## config.mk

```make
export PLATFORM = sky130hd
export DESIGN_NAME = spi_frame_slave
export DESIGN_NICKNAME = d
export VERILOG_FILES = /design/src/rtl/spi_frame_slave.sv
export SDC_FILE = /design/constraint.sdc
export NUM_CORES = 1
export LEC_CHECK = 0
export BUFFER_PORTS_ARGS = -buffer_cell sky130_fd_sc_hd__buf_2
export CORE_UTILIZATION = 50
export CTS_BUF_LIST = sky130_fd_sc_hd__clkbuf_8
export DETAILED_ROUTE_END_ITERATION = 10
export PLACE_DENSITY_LB_ADDON = 0.25
export SLEW_MARGIN = 30
export SYNTH_ARGS = -nofsm -noshare
export SYNTH_HDL_FRONTEND = slang
export SYNTH_SLANG_ARGS = --single-unit
```

## constraint.sdc

```tcl
create_clock -name clk -period 4.39 [get_ports clk]
set_input_delay 0.439 -clock clk [delete_from_list [all_inputs] [get_ports clk]]
set_output_delay 0.439 -clock clk [all_outputs]
set_load 0.02 [all_outputs]
```

## src/rtl/spi_frame_slave.sv

```systemverilog
// SPI mode-0 frame slave: NUM_OPERANDS x OPERAND_W bits in on PICO, RESULT_W-bit ALU result out on POCI.
// Optional macro SPI_FRAME_ERR_EN adds the frame_error output and its overrun tracking.
module spi_frame_slave #(
    parameter int OPERAND_W    = 32,
    parameter int NUM_OPERANDS = 2,
    parameter int RESULT_W     = 64,
    parameter int SYNC_STAGES  = 2,
    localparam int FRAME_W     = OPERAND_W * NUM_OPERANDS
) (
    input  logic                clk,
    input  logic                rst_n,
    input  logic                SPI_CLK,
    input  logic                SPI_PICO,
    input  logic                SPI_CS,
    output logic                SPI_POCI,
    input  logic [RESULT_W-1:0] alu_results,
    output logic [FRAME_W-1:0]  operands,
    output logic                operands_valid,
    output logic                busy,
`ifdef SPI_FRAME_ERR_EN
    output logic                frame_error,
`endif
    output logic [1:0]          fsm_state_o
);

    localparam int CNT_W = $clog2(FRAME_W + 2);
    localparam logic [CNT_W-1:0] CNT_FULL = CNT_W'(FRAME_W);
    localparam logic [CNT_W-1:0] CNT_MAX  = CNT_W'(FRAME_W + 1);

    // Debug encoding on fsm_state_o: 0 = IDLE, 1 = SHIFT, 2 = WAIT_CS_HIGH.
    typedef enum logic [1:0] {
        S_IDLE         = 2'd0,
        S_SHIFT        = 2'd1,
        S_WAIT_CS_HIGH = 2'd2
    } state_t;

    state_t                 state_q, state_d;
    logic [SYNC_STAGES-1:0] sclk_sync_q, cs_sync_q, pico_sync_q;
    logic                   sclk_prev_q, cs_prev_q;
    logic [FRAME_W-1:0]     tx_q, tx_d, rx_q, rx_d, ops_q, ops_d;
    logic [CNT_W-1:0]       cnt_q, cnt_d;
    logic                   busy_q, busy_d, poci_q, poci_d, valid_q, valid_d;

    // The history flops trail the final synchroniser stage so edges are seen on clean data.
    logic sclk_s, cs_s, pico_s, sclk_rise, sclk_fall, cs_rise, cs_fall;
    assign sclk_s    = sclk_sync_q[SYNC_STAGES-1];
    assign cs_s      = cs_sync_q[SYNC_STAGES-1];
    assign pico_s    = pico_sync_q[SYNC_STAGES-1];
    assign sclk_rise = sclk_s & ~sclk_prev_q;
    assign sclk_fall = ~sclk_s & sclk_prev_q;
    assign cs_rise   = cs_s & ~cs_prev_q;
    assign cs_fall   = ~cs_s & cs_prev_q;

    logic [FRAME_W-1:0] tx_load;
    assign tx_load = FRAME_W'(alu_results) << (FRAME_W - RESULT_W);

    always_ff @(posedge clk or negedge rst_n) begin
        if (!rst_n) begin
            sclk_sync_q <= '0;
            cs_sync_q   <= '0;
            pico_sync_q <= '0;
            sclk_prev_q <= 1'b0;
            cs_prev_q   <= 1'b0;
            state_q     <= S_WAIT_CS_HIGH;
            tx_q        <= '0;
            rx_q        <= '0;
            ops_q       <= '0;
            cnt_q       <= '0;
            busy_q      <= 1'b0;
            poci_q      <= 1'b0;
            valid_q     <= 1'b0;
        end else begin
            sclk_sync_q <= {sclk_sync_q[SYNC_STAGES-2:0], SPI_CLK};
            cs_sync_q   <= {cs_sync_q[SYNC_STAGES-2:0], SPI_CS};
            pico_sync_q <= {pico_sync_q[SYNC_STAGES-2:0], SPI_PICO};
            sclk_prev_q <= sclk_s;
            cs_prev_q   <= cs_s;
            state_q     <= state_d;
            tx_q        <= tx_d;
            rx_q        <= rx_d;
            ops_q       <= ops_d;
            cnt_q       <= cnt_d;
            busy_q      <= busy_d;
            poci_q      <= poci_d;
            valid_q     <= valid_d;
        end
    end

    always_comb begin
        state_d = state_q;
        tx_d    = tx_q;
        rx_d    = rx_q;
        ops_d   = ops_q;
        cnt_d   = cnt_q;
        busy_d  = busy_q;
        poci_d  = poci_q;
        valid_d = 1'b0;
        case (state_q)
            S_IDLE: begin
                poci_d = 1'b0;
                if (cs_fall) begin
                    tx_d    = tx_load;
                    cnt_d   = '0;
                    busy_d  = 1'b1;
                    poci_d  = alu_results[RESULT_W-1];
                    state_d = S_SHIFT;
                end
            end
            S_SHIFT: begin
                // CS rise takes priority; a coincident SCLK edge is dropped.
                if (cs_rise) begin
                    busy_d  = 1'b0;
                    poci_d  = 1'b0;
                    state_d = S_IDLE;
                    if (cnt_q == CNT_FULL) begin
                        ops_d   = rx_q;
                        valid_d = 1'b1;
                    end
                end else if (sclk_rise) begin
                    rx_d = {rx_q[FRAME_W-2:0], pico_s};
                    if (cnt_q != CNT_MAX) cnt_d = cnt_q + CNT_W'(1);
                end else if (sclk_fall) begin
                    tx_d   = tx_q << 1;
                    poci_d = tx_q[FRAME_W-2];
                end
            end
            S_WAIT_CS_HIGH: begin
                poci_d = 1'b0;
                busy_d = 1'b0;
                if (cs_s && cs_prev_q) state_d = S_IDLE;
            end
            default: state_d = S_IDLE;
        endcase
    end

`ifdef SPI_FRAME_ERR_EN
    logic overrun_q, err_q;
    always_ff @(posedge clk or negedge rst_n) begin
        if (!rst_n) begin
            overrun_q <= 1'b0;
            err_q     <= 1'b0;
        end else begin
            err_q <= (state_q == S_SHIFT) && cs_rise && ((cnt_q != CNT_FULL) || overrun_q);
            if (state_q == S_IDLE && cs_fall)
                overrun_q <= 1'b0;
            else if (state_q == S_SHIFT && cnt_q == CNT_MAX)
                overrun_q <= 1'b1;
        end
    end
    assign frame_error = err_q;
`endif

    assign SPI_POCI       = poci_q;
    assign operands       = ops_q;
    assign operands_valid = valid_q;
    assign busy           = busy_q;
    assign fsm_state_o    = state_q;

endmodule
```

Word-level counts from Yosys, hierarchy flattened

Index checks and enable logic that the tools add are counted.

$add $sub $neg: 1
Equal/unequal tests: 14
Muxes and demuxes: 25
Bitwise operators: 9
Reductions and logical operators: 11

Operators by type and width:

| cell                | count |
|---|---|
| $mux 63             | 4 |
| $pmux 63 s2         | 1 |
| $mux 7              | 4 |
| $ne 2x2->1 const B  | 8 |
| $reduce_and 3->1    | 5 |
| $pmux 7 s2          | 1 |
| $reduce_and 5->1    | 2 |
| $mux 1              | 9 |
| $add 7x1->7 const B | 1 |
| $eq 7x7->1 const B  | 1 |
| $ne 7x7->1 const B  | 1 |
| $mux 2              | 3 |
| $ne 3x3->1 const B  | 2 |
| $pmux 1 s3          | 2 |
| $pmux 2 s3          | 1 |
| $not 1->1           | 5 |
| $and 1x1->1         | 4 |
| $reduce_bool 3->1   | 1 |
| $eq 2x1->1 const B  | 1 |
| $eq 2x2->1 const B  | 1 |
| $logic_not 2->1     | 1 |
| $reduce_bool 2->1   | 1 |
| $logic_and 1x1->1   | 1 |

Register bits after elaboration: 211
Bits of input ports: 69
Output and inout port bits: 69

Logic depth before layout (Yosys ltp)

Gate-level depths: netlist (run 1).

Word-level depth: 6
Mapped depth: 8
Gate-level depth less buffers: 6

Worst setup path after synthesis (run 1)

OpenSTA, ideal clock, no wires.

Path type: register to register
Start: register state_q[1], in the netlist fsm_state_o[1]
End: register tx_q[1]
Data arrival time: 2135 ps
Slack: 2129 ps
Cell stages (with the launch flop): 9
Path buffers: 2
Period minus slack after synthesis: 2261 ps
Cell sequence: dfstp_2 inv_1 ha_1 buf_4 nand2_1 a21oi_1 o31ai_4 buf_6 mux2_4

Word-level cells in the longest chain between the ends: 3
Elaborated cells between the ends (all ways): 9

Ends and longest elaborated chain:

| what                                                             | line | text |
|---|---|---|
| start, declared                                                  | 37   | `state_t state_q, state_d;` |
| start signal, assigned                                           | 78   | `state_q <= state_d;` |
| $eq 2x1->1 / $logic_not 2->1 (equally long branches)             | 98   | `case (state_q)` |
| $ne 2x2->1 (no line) / $reduce_bool 2->1 (equally long branches) | --   |  |
| $reduce_and 5->1 (no line)                                       | --   |  |
| end signal, assigned                                             | 79   | `tx_q <= tx_d;` |
| end, declared                                                    | 40   | `logic [FRAME_W-1:0] tx_q, tx_d, rx_q, rx_d, ops_q, ops_d;` |

Several ways; a longest one is shown, not always the timed one.
A chain may end at the register's enable or synchronous reset.

Final worst setup path (run 1)

Start: register state_q[1], in the netlist fsm_state_o[1]
End: register ops_q[43], in the netlist operands[43]

Word-level cells in the longest chain between the ends: 2

Ends and longest elaborated chain:

| what                       | line | text |
|---|---|---|
| $eq 2x1->1                 | 98   |  |
| $reduce_and 3->1 (no line) | --   |  |
| end signal, assigned       | 81   | `ops_q <= ops_d;` |
| end, declared              | 40   |  |

Every way passes these cells.

==> results of run 1 <==
## where the power goes
group          switching (W)  internal (W)
logic               0.000492      0.000721
clock network       0.000772      0.000972
registers           0.000178       0.00229
## cell usage in the layout (no fill, tap or decap), types with 2 or more instances in the layout
cell	count
mux2_2	227
dfrtp_1	210
buf_2	136
clkbuf_8	47
mux2_1	16
inv_1	14
mux2_4	10
clkinv_2	10
a21oi_1	7
nor2b_1	6
nand2_1	6
ha_1	6
nor2_1	5
and3_1	4
dlygate4sd3_1	4
buf_4	4
nand4_1	3
nand2b_1	3
nand3_1	3
a22o_1	2
o211ai_1	2
a21boi_0	2
a211o_1	2
a32o_1	2
o22ai_1	2
## per-layer routing
metal	GRT usage	wire, um	vias up
met3	0.05761	1075	29
met5	0	13	-
met2	0.2741	7351	136
met4	0.06492	301	2
li1	-	-	2374
met1	0.2448	7267	2565
## area by class of cell
type	count	area, sq um
Clock buffer	47	646.9
Clock inverter	18	92.59
Inverter	9	33.78
Fill cell	1348	6805
Timing Repair Buffer	147	813.3
Sequential cell	211	5281
Multi-Input combinational cell	325	3402
Tap cell	225	281.5
## sequential cells by signal (all words and copies together) (netlist names)
| register | cells |
|---|---|
| cs_sync_q | 2 |
| fsm_state_o | 2 |
| sclk_sync_q | 2 |
| busy | 1 |
| pico_sync_q | 2 |
| operands_valid | 1 |
| operands | 64 |
| SPI_POCI | 1 |
| tx_q | 63 |
| cnt_q | 7 |
| cs_prev_q | 1 |
| rx_q | 64 |
| sclk_prev_q | 1 |
## kinds of logic (layout without fill, tap and decap cells)
group,count (synthesis),count (layout),share of synthesized area
adder cells (fa/ha/maj),7,7,0.009817
buffers and inverters,38,221,0.02721
AND/OR/NAND/NOR,38,38,0.02412
AO/OA/AOI/OAI,26,26,0.02216
multiplexers,254,254,0.3247
flip-flops,211,211,0.5920
## worst paths after layout
kind	start	to	slack [ps]	depth (start not counted)
setup / recovery	fsm_state_o[1]$_DFFE_PN1P_	operands[43]$_DFFE_PN0P_	1490	7
hold / removal	alu_results[0]	tx_q[0]$_DFFE_PN0P_	190	3
setup reg to reg	fsm_state_o[1]$_DFFE_PN1P_	operands[43]$_DFFE_PN0P_	1490	7
hold reg to reg	sclk_sync_q[0]$_DFF_PN0_	sclk_sync_q[1]$_DFF_PN0_	350	0
max in group asynchronous	rst_n	operands[50]$_DFFE_PN0P_	3280	3
min in group asynchronous	rst_n	tx_q[46]$_DFFE_PN0P_	380	2
## critical path, stage by stage (launching register included)
cell and delay [ps]:
dfstp_2 560, inv_1 70, ha_2 180, buf_4 360
nor4b_2 300, nand4_1 100, buf_4 680, mux2_2 430
## per-stage QoR
step           instances  setup slack (ps)    util  cell area (sq um)
3_3_place_gp         912              1641  0.5613               9743
3_5_place_dp         912              1530  0.5613               9743
4_1_cts              979              1510  0.6051              10500
5_1_grt              982              1354  0.6079              10550
2_1_floorplan        574              2129       -               8921
6_report             982              1494  0.6079              10550
==> metrics, run 1 <==
Mapped Area=0.008921 sq mm; full die area=0.01838 sq mm; Resize count post-CTS=0; Routability Congestion=0.7747; Clock Path Buffers=3; Port Buf Inserts=137; post-detail-place hpwl=10.10 mm; # hold bufs at CTS=2; Via Count=5,106; Synth top cells by count=227 x mux2_2, 210 x dfrtp_1, 16 x mux2_1; status=complete, no violations; fin. max-slew vios=0; relative slew slack=0.4172; area grow syn2layout=18.28%; largest net degree at the start of global routing=123; Design Power=0.005426 W; final setup violating endpoints=0; Synth Area per Inst=15.54 sq um; unrepaired setup endpoints after global routing=no; Cell Rows=48; I/O pin total=138; CP max FO=72; Setup Buffers After CTS=0; period utilization=0.6597; max-cap violation count=0; Max IR drop VDD=337.7 uV; average wire per standard cell=16.30 um; syn_nets=650; crit path time final=2896 ps; top post-synthesis cells by area=dfrtp_1 59%, mux2_2 29%, mux2_1 2.0%; H-tree Lvls=2; Worst EP arrival=3300 ps; asr flop ratio synth=1.000; Worst Hold Class=in2reg; ys flop type=dfrtp_1; clock skew=20.21 ps; yosys synthesis warning count=0; number of buffers created by CTS=37; Critical Path RT=4790 ps; critical path class=reg2reg; die height=135.6 um; Cell Pwr Density=514.2 mW/mm^2; vias in the first global route=5,346; latest clock arrival within the worst-skew pair=520 ps; Synth Register Bits=211; Starting Density=0.5140; ANT cells=0; CTS tree=yes; antenna violations before repair=1; DRC viols=0; Synth top area share=0.5891; Seq/Total Area, Yosys=0.5920; Fin. Hold Viols=0; final hold slack=188.9 ps; post-route ant nets=0; router iterations before antenna repair=4; Post-synth EDFFs=0; grt total ovfl=0; most common cell in the netlist=mux2_2; first-pass GRT wire length=26.23 mm; vias per cell=5.200; Sink Count=211; Synth cell types=41; Lkg Pwr=5.462 nW; core box area=0.01736 sq mm; total track usage=0.1811; share of layout cells above drive strength 1=0.5905; Reg clk slew, reported paths=60 ps; Max Clock Freq=0.3453 GHz; Nets=807; Synth Instances=574; slew at the pin closest to its max-slew limit=874.2 ps; final wirelength=16.01 mm; setup total negative slack=0 ps; Yosys top cell by area=dfrtp_1; CP startpoint kind=flop; Root Driver=clkbuf_8; Worst setup EP type=flop; die width=135.6 um; DR iter-0 viols=213
No activity file was read; power rests on OpenSTA's default activity.
==> inputs of run 2 (changes only) <==
Clock period 4.39 ns to 2.72 ns, I/O delays scaled along.
==> metrics, run 2 (same netlist as run 1, synthesis figures left out) <==
Fin. Hold Viols=0 (unchanged); Cells on Worst Hold Path=3 (unchanged); final setup violating endpoints=0 (unchanged); final wirelength=16.14 mm (+0.83%); Critical Path RT=3100 ps (-1690 ps); relative slew slack=0.5458 (+0.1285); Final Util=0.6104 (+0.002523); vias in the first global route=5,478 (+2.5%); fin. max-slew vios=0 (unchanged); slew at the pin closest to its max-slew limit=681.4 ps (-192.8 ps); Max Clock Freq=0.4321 GHz (+25%); number of buffers created by CTS=36 (-2.7%); met2 wire length=7.447 mm (+1.3%); unrepaired setup endpoints after global routing=no; slowest stage cell, crit path=dfstp_2; Lkg Pwr=5.488 nW (+0.47%); clock skew=22.89 ps (+2.680 ps); Setup Buffers After CTS=0 (unchanged); critical path class=reg2reg; Sink Count=211 (unchanged); Nets=810 (+0.37%); Max IR drop VDD=423.1 uV (+25%); full die area=0.01838 sq mm (unchanged); worst path cell trace=inv_1 -> ha_1 -> nand2_1 -> a21oi_1 -> o31ai_4 -> buf_12 -> mux2_2; DRC viols=0 (unchanged); slowest stage delay, CP=570 ps (-110 ps); area grow syn2layout=18.77%; router iterations before antenna repair=4 (unchanged); final cell count without fillers=985 (+0.31%); period utilization=0.8508 (+0.1911); Worst Hold Class=in2reg; DR WL met3=1.114 mm (+3.6%); Via Count=5,114 (+0.16%); Cell Int Power=0.006454 W (+62%); grt total ovfl=0 (unchanged); latest clock arrival within the worst-skew pair=510 ps (about the same); die width=135.6 um (unchanged); CTS tree=yes; Port Buf Inserts=137 (unchanged); NetSw=0.002296 W (+59%); CP max FO=63 (-13%); Cell Pwr Density=825.9 mW/mm^2 (+61%); power share of the sequential group=0.456 (about the same); vias per cell=5.192 (-0.15%); Sw Share=0.2624 (-0.003350); total track usage=0.1853 (+0.004156); average wire per standard cell=16.39 um (+0.52%); I/O pin total=138 (unchanged); share of layout cells above drive strength 1=0.5855 (-0.004962); DR iter-0 viols=168 (-21%); Worst EP arrival=2690 ps (-610 ps); WL met1=7.251 mm (-0.22%); CP startpoint kind=flop; Placed Instances=916 (+0.44%); max-cap violation count=0 (unchanged); max layer used=met4; Cell Rows=48 (unchanged); ANT cells=0 (unchanged); post-detail-place hpwl=10.53 mm (+4.3%); Resize count post-CTS=0 (unchanged); setup total negative slack=0 ps (unchanged); power share of the clock group=0.319 (-0.002); H-tree Lvls=2 (unchanged); status=complete, no violations; antenna violations before repair=0 (-1); Worst setup EP type=flop; Root Driver=clkbuf_8; R2R Setup Slk=410 ps (-1090 ps); Routability Congestion=0.8152 (+5.2%); post-route ant nets=0 (unchanged); Reg clk slew, reported paths=60 ps (about the same); Starting Density=0.5140 (unchanged); first-pass GRT wire length=26.99 mm (+2.9%); final hold slack=126.7 ps (-62.21 ps); Clock Path Buffers=3 (unchanged); R2R depth=7 (unchanged); most frequent cells in the layout=227 x mux2_2, 210 x dfrtp_1, 136 x buf_2, 49 x clkbuf_8, 18 x inv_1; Comb power frac=0.225 (+0.002); core box area=0.01736 sq mm (unchanged); crit path time final=2314 ps (-581.9 ps); die height=135.6 um (unchanged); commonest non-fill, non-tap cell in the layout=mux2_2; largest net degree at the start of global routing=70 (-43%)
[run 2: changes by cell type in the layout (fill, tap and decap cells not counted), sizes merged]
cell	change
buf	+2
clkinvlp	+1
inv	+3
clkinv	-6
clkbuf	+2
dlygate4sd3	+1
[run 2: path summary, 6_finish.rpt]
check                                            to                  startpoint
max                            tx_q[35]$_DFFE_PN0P_  fsm_state_o[1]$_DFFE_PN1P_
min                            tx_q[17]$_DFFE_PN0P_             alu_results[17]
max reg2reg                    tx_q[35]$_DFFE_PN0P_  fsm_state_o[1]$_DFFE_PN1P_
min reg2reg                sclk_sync_q[1]$_DFF_PN0_    sclk_sync_q[0]$_DFF_PN0_
max in group asynchronous  operands[37]$_DFFE_PN0P_                       rst_n
min in group asynchronous      tx_q[48]$_DFFE_PN0P_                       rst_n
[run 2: layout make-up]
type	instances	area (sq um)
fill	1353	6761
sequential	211	5281
multi-input combinational	325	3402
timing repair buffer	151	862.1
clock buffer	48	660.6
tap	225	281.5
clock inverter	16	73.82
inverter	9	33.78
[run 2: power groups by stage]
stage          Sequential, W  Combinational, W  Clock [W]
2_1_floorplan        0.00396           0.00164          0
3_3_place_gp         0.00402           0.00190          0
3_5_place_dp         0.00405           0.00198          0
4_1_cts              0.00400           0.00199    0.00291
5_1_grt              0.00407           0.00216    0.00304
6_report             0.00399           0.00197    0.00279
[run 2: routing by layer]
layer,up-vias,global-route usage
li1,2383,-
met1,2554,0.2439
met2,149,0.2868
met3,28,0.05986
met4,0,0.06617
met5,-,0
[run 2: worst max-delay path: cells and delay by family, from the launching register on]
family          cells  cell delay [ps]
compound gates      2              390
fa+ha+maj           1              280
buf+inv             2              410
flops               1              570
mux                 1              380
simple gates        1              100
[run 2: repair_timing]
item / CTS / global route
hold buffers: 5 / 0
endpoints found under the hold margin: 68 / 0
endpoints found under the setup margin: 0 / 0
[run 2: metrics by stage]
step / total power (W) / instance area (sq um) / setup WS, ps
global route: 0.009268 / 10600 / 266.3
global placement: 0.005910 / 9811 / 542.1
finish: 0.008750 / 10600 / 405.8
floorplan: 0.005596 / 8921 / 459.5
CTS: 0.008901 / 10600 / 409.8
detailed placement: 0.006029 / 9811 / 432.2
